--- src/rtl/pc_sequencer.sv ---
// pc_sequencer
// Program sequencer for the 8-puzzle solver core. Walks the instruction ROM,
// resolves JMP/JNZ locally using a flag latched from the datapath, and hands
// every other opcode to the datapath. Execution stops at FIN_ADDR, or when the
// retired-instruction budget runs out.
//
// Ports:
//   clk        system clock
//   rst        synchronous active-high reset
//   start      one-cycle pulse; begins execution at START_ADDR (IDLE or HALT only)
//   pc         instruction address to ROM
//   op         instruction from ROM, combinational from pc
//   exec_req   datapath instruction request
//   exec_op    instruction presented to datapath
//   exec_ack   datapath completion
//   exec_flag  datapath result flag
//   busy       high in FETCH/EXEC (decoded from state)
//   halted     high in HALT after reaching FIN_ADDR
//   timeout    high in HALT after the step budget ran out
//   steps      retired instruction count, saturating
//
// Datapath handshake: exec_req acts as valid and exec_ack as ready. Once
// exec_req rises, it and exec_op stay constant until a cycle in which
// exec_req && exec_ack is sampled at the clock edge; exactly that cycle
// completes the transfer, and exec_flag is captured only then. exec_ack may
// already be high in the first exec_req cycle. exec_ack in any other cycle
// has no effect.

module pc_sequencer #(
    parameter logic [3:0]  JMP_OPC    = 4'hE,
    parameter logic [3:0]  JNZ_OPC    = 4'hF,
    parameter logic [7:0]  FIN_ADDR   = 8'd199,
    parameter logic [7:0]  START_ADDR = 8'd0,
    parameter logic [15:0] MAX_STEPS  = 16'd60000
) (
    input  logic        clk,
    input  logic        rst,
    input  logic        start,
    output logic [7:0]  pc,
    input  logic [15:0] op,
    output logic        exec_req,
    output logic [15:0] exec_op,
    input  logic        exec_ack,
    input  logic        exec_flag,
    output logic        busy,
    output logic        halted,
    output logic        timeout,
    output logic [15:0] steps
);

    typedef enum logic [1:0] {
        IDLE  = 2'd0,
        FETCH = 2'd1,
        EXEC  = 2'd2,
        HALT  = 2'd3
    } state_t;

    state_t      state, state_n;
    logic [7:0]  pc_n;
    logic        exec_req_n;
    logic [15:0] exec_op_n;
    logic        flag, flag_n;
    logic        halted_n;
    logic        timeout_n;
    logic [15:0] steps_n;
    logic [15:0] steps_inc;
    logic [3:0]  opcode;

    assign opcode    = op[15:12];
    // Count saturates rather than wrapping so a runaway program is still visible.
    assign steps_inc = (steps == 16'hFFFF) ? steps : steps + 16'd1;
    assign busy      = (state == FETCH) || (state == EXEC);

    always_ff @(posedge clk) begin
        if (rst) begin
            state    <= IDLE;
            pc       <= START_ADDR;
            exec_req <= 1'b0;
            exec_op  <= 16'd0;
            flag     <= 1'b0;
            halted   <= 1'b0;
            timeout  <= 1'b0;
            steps    <= 16'd0;
        end else begin
            state    <= state_n;
            pc       <= pc_n;
            exec_req <= exec_req_n;
            exec_op  <= exec_op_n;
            flag     <= flag_n;
            halted   <= halted_n;
            timeout  <= timeout_n;
            steps    <= steps_n;
        end
    end

    always_comb begin
        state_n    = state;
        pc_n       = pc;
        exec_req_n = exec_req;
        exec_op_n  = exec_op;
        flag_n     = flag;
        halted_n   = halted;
        timeout_n  = timeout;
        steps_n    = steps;

        case (state)
            IDLE, HALT: begin
                if (start) begin
                    state_n   = FETCH;
                    pc_n      = START_ADDR;
                    steps_n   = 16'd0;
                    flag_n    = 1'b0;
                    halted_n  = 1'b0;
                    timeout_n = 1'b0;
                end
            end

            FETCH: begin
                // FIN beats the budget: a program landing on FIN exactly as the
                // budget runs out still reports a normal finish.
                if (pc == FIN_ADDR) begin
                    state_n  = HALT;
                    halted_n = 1'b1;
                end else if (steps == MAX_STEPS) begin
                    state_n   = HALT;
                    timeout_n = 1'b1;
                end else if (opcode == JMP_OPC) begin
                    pc_n    = op[7:0];
                    steps_n = steps_inc;
                end else if (opcode == JNZ_OPC) begin
                    pc_n    = flag ? op[7:0] : pc + 8'd1;
                    steps_n = steps_inc;
                end else begin
                    // Instruction retires when it is issued; the ack only
                    // advances the pc and refreshes the flag.
                    state_n    = EXEC;
                    exec_op_n  = op;
                    exec_req_n = 1'b1;
                    steps_n    = steps_inc;
                end
            end

            EXEC: begin
                if (exec_ack) begin
                    state_n    = FETCH;
                    flag_n     = exec_flag;
                    exec_req_n = 1'b0;
                    pc_n       = pc + 8'd1;
                end
            end

            default: begin
                state_n = IDLE;
            end
        endcase
    end

endmodule
--- config.mk ---
export PLATFORM = sky130hd
export DESIGN_NAME = pc_sequencer
export DESIGN_NICKNAME = d
export VERILOG_FILES = /design/src/rtl/pc_sequencer.sv
export SDC_FILE = /design/constraint.sdc
export NUM_CORES = 1
export LEC_CHECK = 0
export ABC_CLOCK_PERIOD_IN_PS = 3090
export CORE_MARGIN = 4
export CORE_UTILIZATION = 48
export DETAILED_ROUTE_END_ITERATION = 10
export PLACE_DENSITY = 0.8
export SLEW_MARGIN = 25
export SYNTH_ARGS = -nofsm -noshare
export SYNTH_HDL_FRONTEND = slang
export SYNTH_SLANG_ARGS = --single-unit
--- constraint.sdc ---
create_clock -name clk -period 3.09 [get_ports clk]
set_input_delay 0.309 -clock clk [delete_from_list [all_inputs] [get_ports clk]]
set_output_delay 0.309 -clock clk [all_outputs]
set_load 0.05 [all_outputs]
==> out/results.ini <==
[status]
status = finished, final reports clean

[global_route]
via_count_of_the_first_global_routing_pass = 2159
antenna_found_initial = 0
global_route_wire_length_before_repair_mm = 9.708
global_route.usage.total_pct = 19.68
grt_remaining_overflow = 0
grt_max_degree = 34

[drt]
postRouteWirelength_mm = 5.868
wl_met3_um = 408
drtAntennaViolNets = 0
highest_layer = met4
wl_per_cell_um = 15.20
routed-via-count = 2228
route.detailed.vias_per_inst = 5.772
route.layer.met1.wl_mm = 2.470
drt_pass1_iterations = 4
drc_errors = 0
first_iter_violations = 98
dr_wl_met2_mm = 2.938

[synthesis]
syn_inst = 268
avgSynthCellArea_um2 = 8.586
synth.net_count = 294
yosysWarningCount = 0
ys_seq_area_share_pct = 40.02
synthDistinctLibCells = 47
synth-async-reset-ratio_pct = 0
synthesis.area_um2 = 2301
dominantRegCellSynth = sky130_fd_sc_hd__dfxtp_1
ys_ff_latch = 46
number_of_synthesized_flops_with_an_enable_pin = 0

[clock_tree]
post_cts_resize_count = 0
clkSinkCount = 46
cts-hold-fix-buffers = 0
insertion_delay_ns = 0.30
h-tree-depth = 2
cts_tree = built
cts.path.max_buffers = 2
cts-root-buf = sky130_fd_sc_hd__clkbuf_8
clkSlewWorstSetupHoldPaths_ns = 0.09
post-cts-setup-buffer-count = 0
tritoncts.num_buffers = 5

[job]
drv_cap = 0

[sta]
hold_viol = 0
final_number_of_max_transition_violations = 0
relSlewSlack_pct = 63.58
tns_ns = 0
final-setup-viol-count = 0
min_period_ns = 2.620
worst_pin_slew_ns = 0.5463
fmax_mhz = 381.7
finClkSkew_ns = 0.007131
rsz_0062_raised_after_global_routing = false
min_period_over_period_pct = 84.78

[worst_setup_path]
critPathMaxFanout = 12
worst_r2r_startpoint = pc[0]
timing.critical_path.to_type = flop
critPathLaunchType = flop
worst_ep_required_time_ns = 3.27
reg2reg_setup_slack_ns = 0.47
rr_endpoint = pc[6]
r2r.worst_path.cells = 7
path_class = reg -> reg
crit_arrival_ns = 2.80

[min_path]
hold_path_class = reg -> reg
hold_path_depth = 2
whs_endpoint = timeout
hp-start = timeout

[layout]
synthToLayoutAreaGrowth_pct = 34.37
ff_latch_area_um2 = 920.9
final_cell_mix = 64 x sky130_fd_sc_hd__clkdlybuf4s50_1, 46 x sky130_fd_sc_hd__dfxtp_1, 36 x sky130_fd_sc_hd__nor2_1, 28 x sky130_fd_sc_hd__a21oi_1, 16 x sky130_fd_sc_hd__mux2i_1
multi_input_area_um2 = 1284
count_of_inserted_antenna_diode_cells = 0
drive_gt1_share_pct = 5.988
final_common_cell = sky130_fd_sc_hd__clkdlybuf4s50_1
layout.filler_cells = 386
design.final.nets = 359

[power_and_ir_drop]
power_uw = 1994
powerDensity_nw_per_um2 = 644.9
total_leakage_power_uw = 0.001148
peakVddDrop_mv = 0.3814

[floorplan]
placement_rows = 24
initial_core_utilization_pct = 51.08
floorplan.core_area_um2 = 4504
die-width_um = 77.24
die_area_um2 = 5965
dieHeight_um = 77.24
design.portCount = 65

[place]
gp_congestion = 0.8731
place.detailed.hpwl_mm = 4.363
io_buffer_count = 64

layout make-up:
| cell class | count | share of cell area [%] |
|---|---|---|
| sequential | 46 | 29.79 |
| clock inverter | 2 | 1.214 |
| inverter | 11 | 1.335 |
| clock buffer | 6 | 2.347 |
| multi-input combinational | 201 | 41.52 |
| timing repair buffer | 68 | 21.69 |
| tap | 52 | 2.104 |
metrics by stage:
step	cells	util [%]	worst slack [ns]	cell area (µm²)	hold slack [ns]
after global routing	386	68.64	0.2342	3092	0.5100
after detailed placement	378	66.19	0.4941	2982	0.4649
after CTS	386	68.64	0.4826	3092	0.4813
after global placement	378	66.19	0.6227	2982	0.4643
after floorplan	268	-	0.4916	2301	0.4529
final	386	68.64	0.4702	3092	0.4714
synthesized netlist by cell type, types with 5 or more instances:
cell	count	share of area [%]
sky130_fd_sc_hd__o21ai_0	7	1.5
sky130_fd_sc_hd__nand4_1	5	1.4
sky130_fd_sc_hd__dfxtp_1	46	40
sky130_fd_sc_hd__nor3_1	7	1.5
sky130_fd_sc_hd__ha_1	5	2.7
sky130_fd_sc_hd__nor2_1	36	5.9
sky130_fd_sc_hd__a21oi_1	28	6.1
sky130_fd_sc_hd__xor2_1	5	1.9
sky130_fd_sc_hd__mux2i_1	16	7.0
sky130_fd_sc_hd__xnor2_1	5	1.9
sky130_fd_sc_hd__inv_1	11	1.8
sky130_fd_sc_hd__or3_1	7	1.9
sky130_fd_sc_hd__and3_1	7	1.9
sky130_fd_sc_hd__nand2_1	15	2.4
sky130_fd_sc_hd__clkbuf_1	5	0.82
sky130_fd_sc_hd__nand3_1	10	2.2
flip-flops by register name, indices dropped and copies added (netlist names):
signal / count
timeout: 1
exec_op: 16
steps: 16
exec_req: 1
pc: 8
flag: 1
state: 2
halted: 1
metal layers:
layer	vias to the layer above	track usage, %
li1	1101	-
met3	5	6.557
met2	75	34.80
met4	0	5.160
met5	-	0
met1	1047	22.57
where the power goes:
group / switching, µW / internal (µW)
clock: 205 / 241
combinational: 543 / 310
sequential: 40.2 / 653
total: 789 / 1200
cells by family (layout without fill, tap and decap cells):
kind of cell             after synthesis  in the layout  share of synthesized area (%)
flip-flops                            46             46                          40.02
buffers and inverters                 21             87                          4.187
AO/OA/AOI/OAI                         58             58                          16.53
XOR/XNOR                              10             10                          3.806
AND/OR/NAND/NOR                      111            111                          25.18
multiplexers                          17             17                          7.558
adder cells (fa/ha/maj)                5              5                          2.719
how the worst max path moves through the flow:
stage / from / endpoint / slack, ns / cells past startpoint
after detailed placement: pc[0] / pc[6] / 0.49 / 7
after global routing: pc[0] / pc[7] / 0.23 / 7
after global placement: pc[0] / pc[2] / 0.62 / 7
final: pc[0] / pc[6] / 0.47 / 7
after CTS: pc[0] / pc[6] / 0.48 / 7
after floorplan: pc[0] / exec_op[9] / 0.49 / 9
worst max-delay path, stage by stage (launching register included):
cell                      delay, ns
sky130_fd_sc_hd__dfxtp_1       0.42
sky130_fd_sc_hd__ha_1          0.26
sky130_fd_sc_hd__nand4_1       0.12
sky130_fd_sc_hd__or4_1         0.46
sky130_fd_sc_hd__and2_1        0.32
sky130_fd_sc_hd__a31oi_1       0.44
sky130_fd_sc_hd__or3_1         0.35
sky130_fd_sc_hd__o32ai_1       0.13
Note: power is estimated with default switching activity, not from simulation.
==> patch: new RTL, same settings <==
The 4 states of `state_t` get a one-hot encoding in 4 bits.
--- a/src/rtl/pc_sequencer.sv
+++ b/src/rtl/pc_sequencer.sv
@@ -49,9 +49,9 @@
 );
 
-    typedef enum logic [1:0] {
-        IDLE  = 2'd0,
-        FETCH = 2'd1,
-        EXEC  = 2'd2,
-        HALT  = 2'd3
+    typedef enum logic [3:0] {
+        IDLE  = 4'b0001,
+        FETCH = 4'b0010,
+        EXEC  = 4'b0100,
+        HALT  = 4'b1000
     } state_t;
 
Formal check against the unedited RTL: no difference found for any inputs over 4 cycles, from zero or initial values and one cycle with rst high; so few cycles prove little.
==> patch against the unedited design <==
- sequential cell count is 2 higher
- hold slack worse by 0.013 ns
- non-clock buffer count increased by 2
- setup slack got worse by 0.021 ns
- final area up 0.69%
- sequential power rose by 6.2%
- die area rose by 1.3%
- synthesized area grew 1.4%
- power is 6.9% lower
- first-iteration DRC count up 52%
- routed wire length up 2.8%
- critical endpoint is now exec_op[3]$_SDFFE_PP0P_
- largest power group is now sequential cells
- highest routed layer unchanged
==> patch: results (changes against the unedited design) <==
* Period utilization at 85.5% (+0.68 points)
* Drt via density at 5.69 (-1.4%)
* Post-Syn Nets at 314 (+6.8%)
* Status: complete, no violations
* Layout cell share with drive strength beyond 1 at 6.86% (+0.87 points)
* Hold endpoint: exec_op[5]$_SDFFE_PP0P_
* M1 wire length at 2.69 mm (+8.7%)
* Synthesized area per cell at 8.05 sq um (-6.3%)
* Largest net degree at the start of global routing at 38 (+12%)
* Initial DRC Count at 149 (+52%)
* Area contributors post-synth: dfxtp_1 41%, a21oi_1 6.9%, nand2_1 6.1%, nor2_1 4.5%, nand3_1 3.0%
* Lkg Pwr at 1.05 nW (-8.6%)
* Drt total wl at 6.03 mm (+2.8%)
* GR Util met3 at 6.84% (+0.29 points)
* Most frequent cells after synthesis: 48 x dfxtp_1, 38 x nand2_1, 32 x a21oi_1
* Clock buffer depth at 2 (unchanged)
* Critical path's slowest cell: nand2b_1
* WP data arrival at 2.88 ns (+0.08 ns)
* Maximum VDD drop at 400 uV (+4.8%)
* Netlist cell types at 51 (+8.5%)
* Setup crit end: exec_op[3]$_SDFFE_PP0P_
* Placement Setup Slack at 0.384 ns (-0.110 ns)
* DP Wirelength at 4.37 mm (+0.12%)
* Non-Filler Instances at 417 (+8.0%)
* Max incr delay on CP at 0.50 ns (+0.04 ns)
* Hold WS at 0.458 ns (-0.0135 ns)
* Slew Limit Headroom at 61.4% (-2.2 points)
* Dpl cells at 410 (+8.5%)
* Tmin final at 2.64 ns (+0.0209 ns)
* Final nets at 374 (+4.2%)
* GPL Wtd Cong at 0.809 (-7.3%)
* Highest net fanout along the worst path at 14 (+2)
* Slack of the worst reg-to-reg path at 0.45 ns (-0.02 ns)
* Hold Crit Start: exec_op[5]$_SDFFE_PP0P_
* Global-route wire length before repair at 10.2 mm (+5.3%)
* Placed inst area at 3020 sq um (+1.2%)
* Cells on worst reg2reg path at 8 (+1)
* Sequential fraction of the synthesis area at 41.2% (+1.2 points)
* Metal3 WL at 500 um (+23%)
* GR Util met2 at 32.4% (-2.4 points)
[patch: repair_timing]
item                                    in CTS  in global routing
hold endpoints to repair                     0                  0
resized for setup                            0                  1
endpoints found under the setup margin       0                  1
[patch: kinds of logic (layout without fill, tap and decap cells)]
group                    after synthesis  in the layout  synth area share, %
AO/OA/AOI/OAI                         75             75                 20.2
XOR/XNOR                               6              6                 2.25
adder cells (fa/ha/maj)                3              3                 1.61
buffers and inverters                 23             83                 4.66
flip-flops                            48             48                 41.2
multiplexers                           2              2                0.858
AND/OR/NAND/NOR                      133            133                 29.3
[patch: where the power goes]
part	total [mW]	internal, mW	switching (mW)
Combinational	0.716	0.266	0.450
Clock	0.403	0.199	0.203
Sequential	0.737	0.674	0.0630
Total	1.86	1.14	0.716
[patch: final cells by class]
class	instances	area (sq um)
fillers	398	1610
multi-input cells	219	1260
flip-flops and latches	48	961
repair buffers	70	686
clock buffers	7	96.3
well taps	67	83.8
inverters	6	22.5
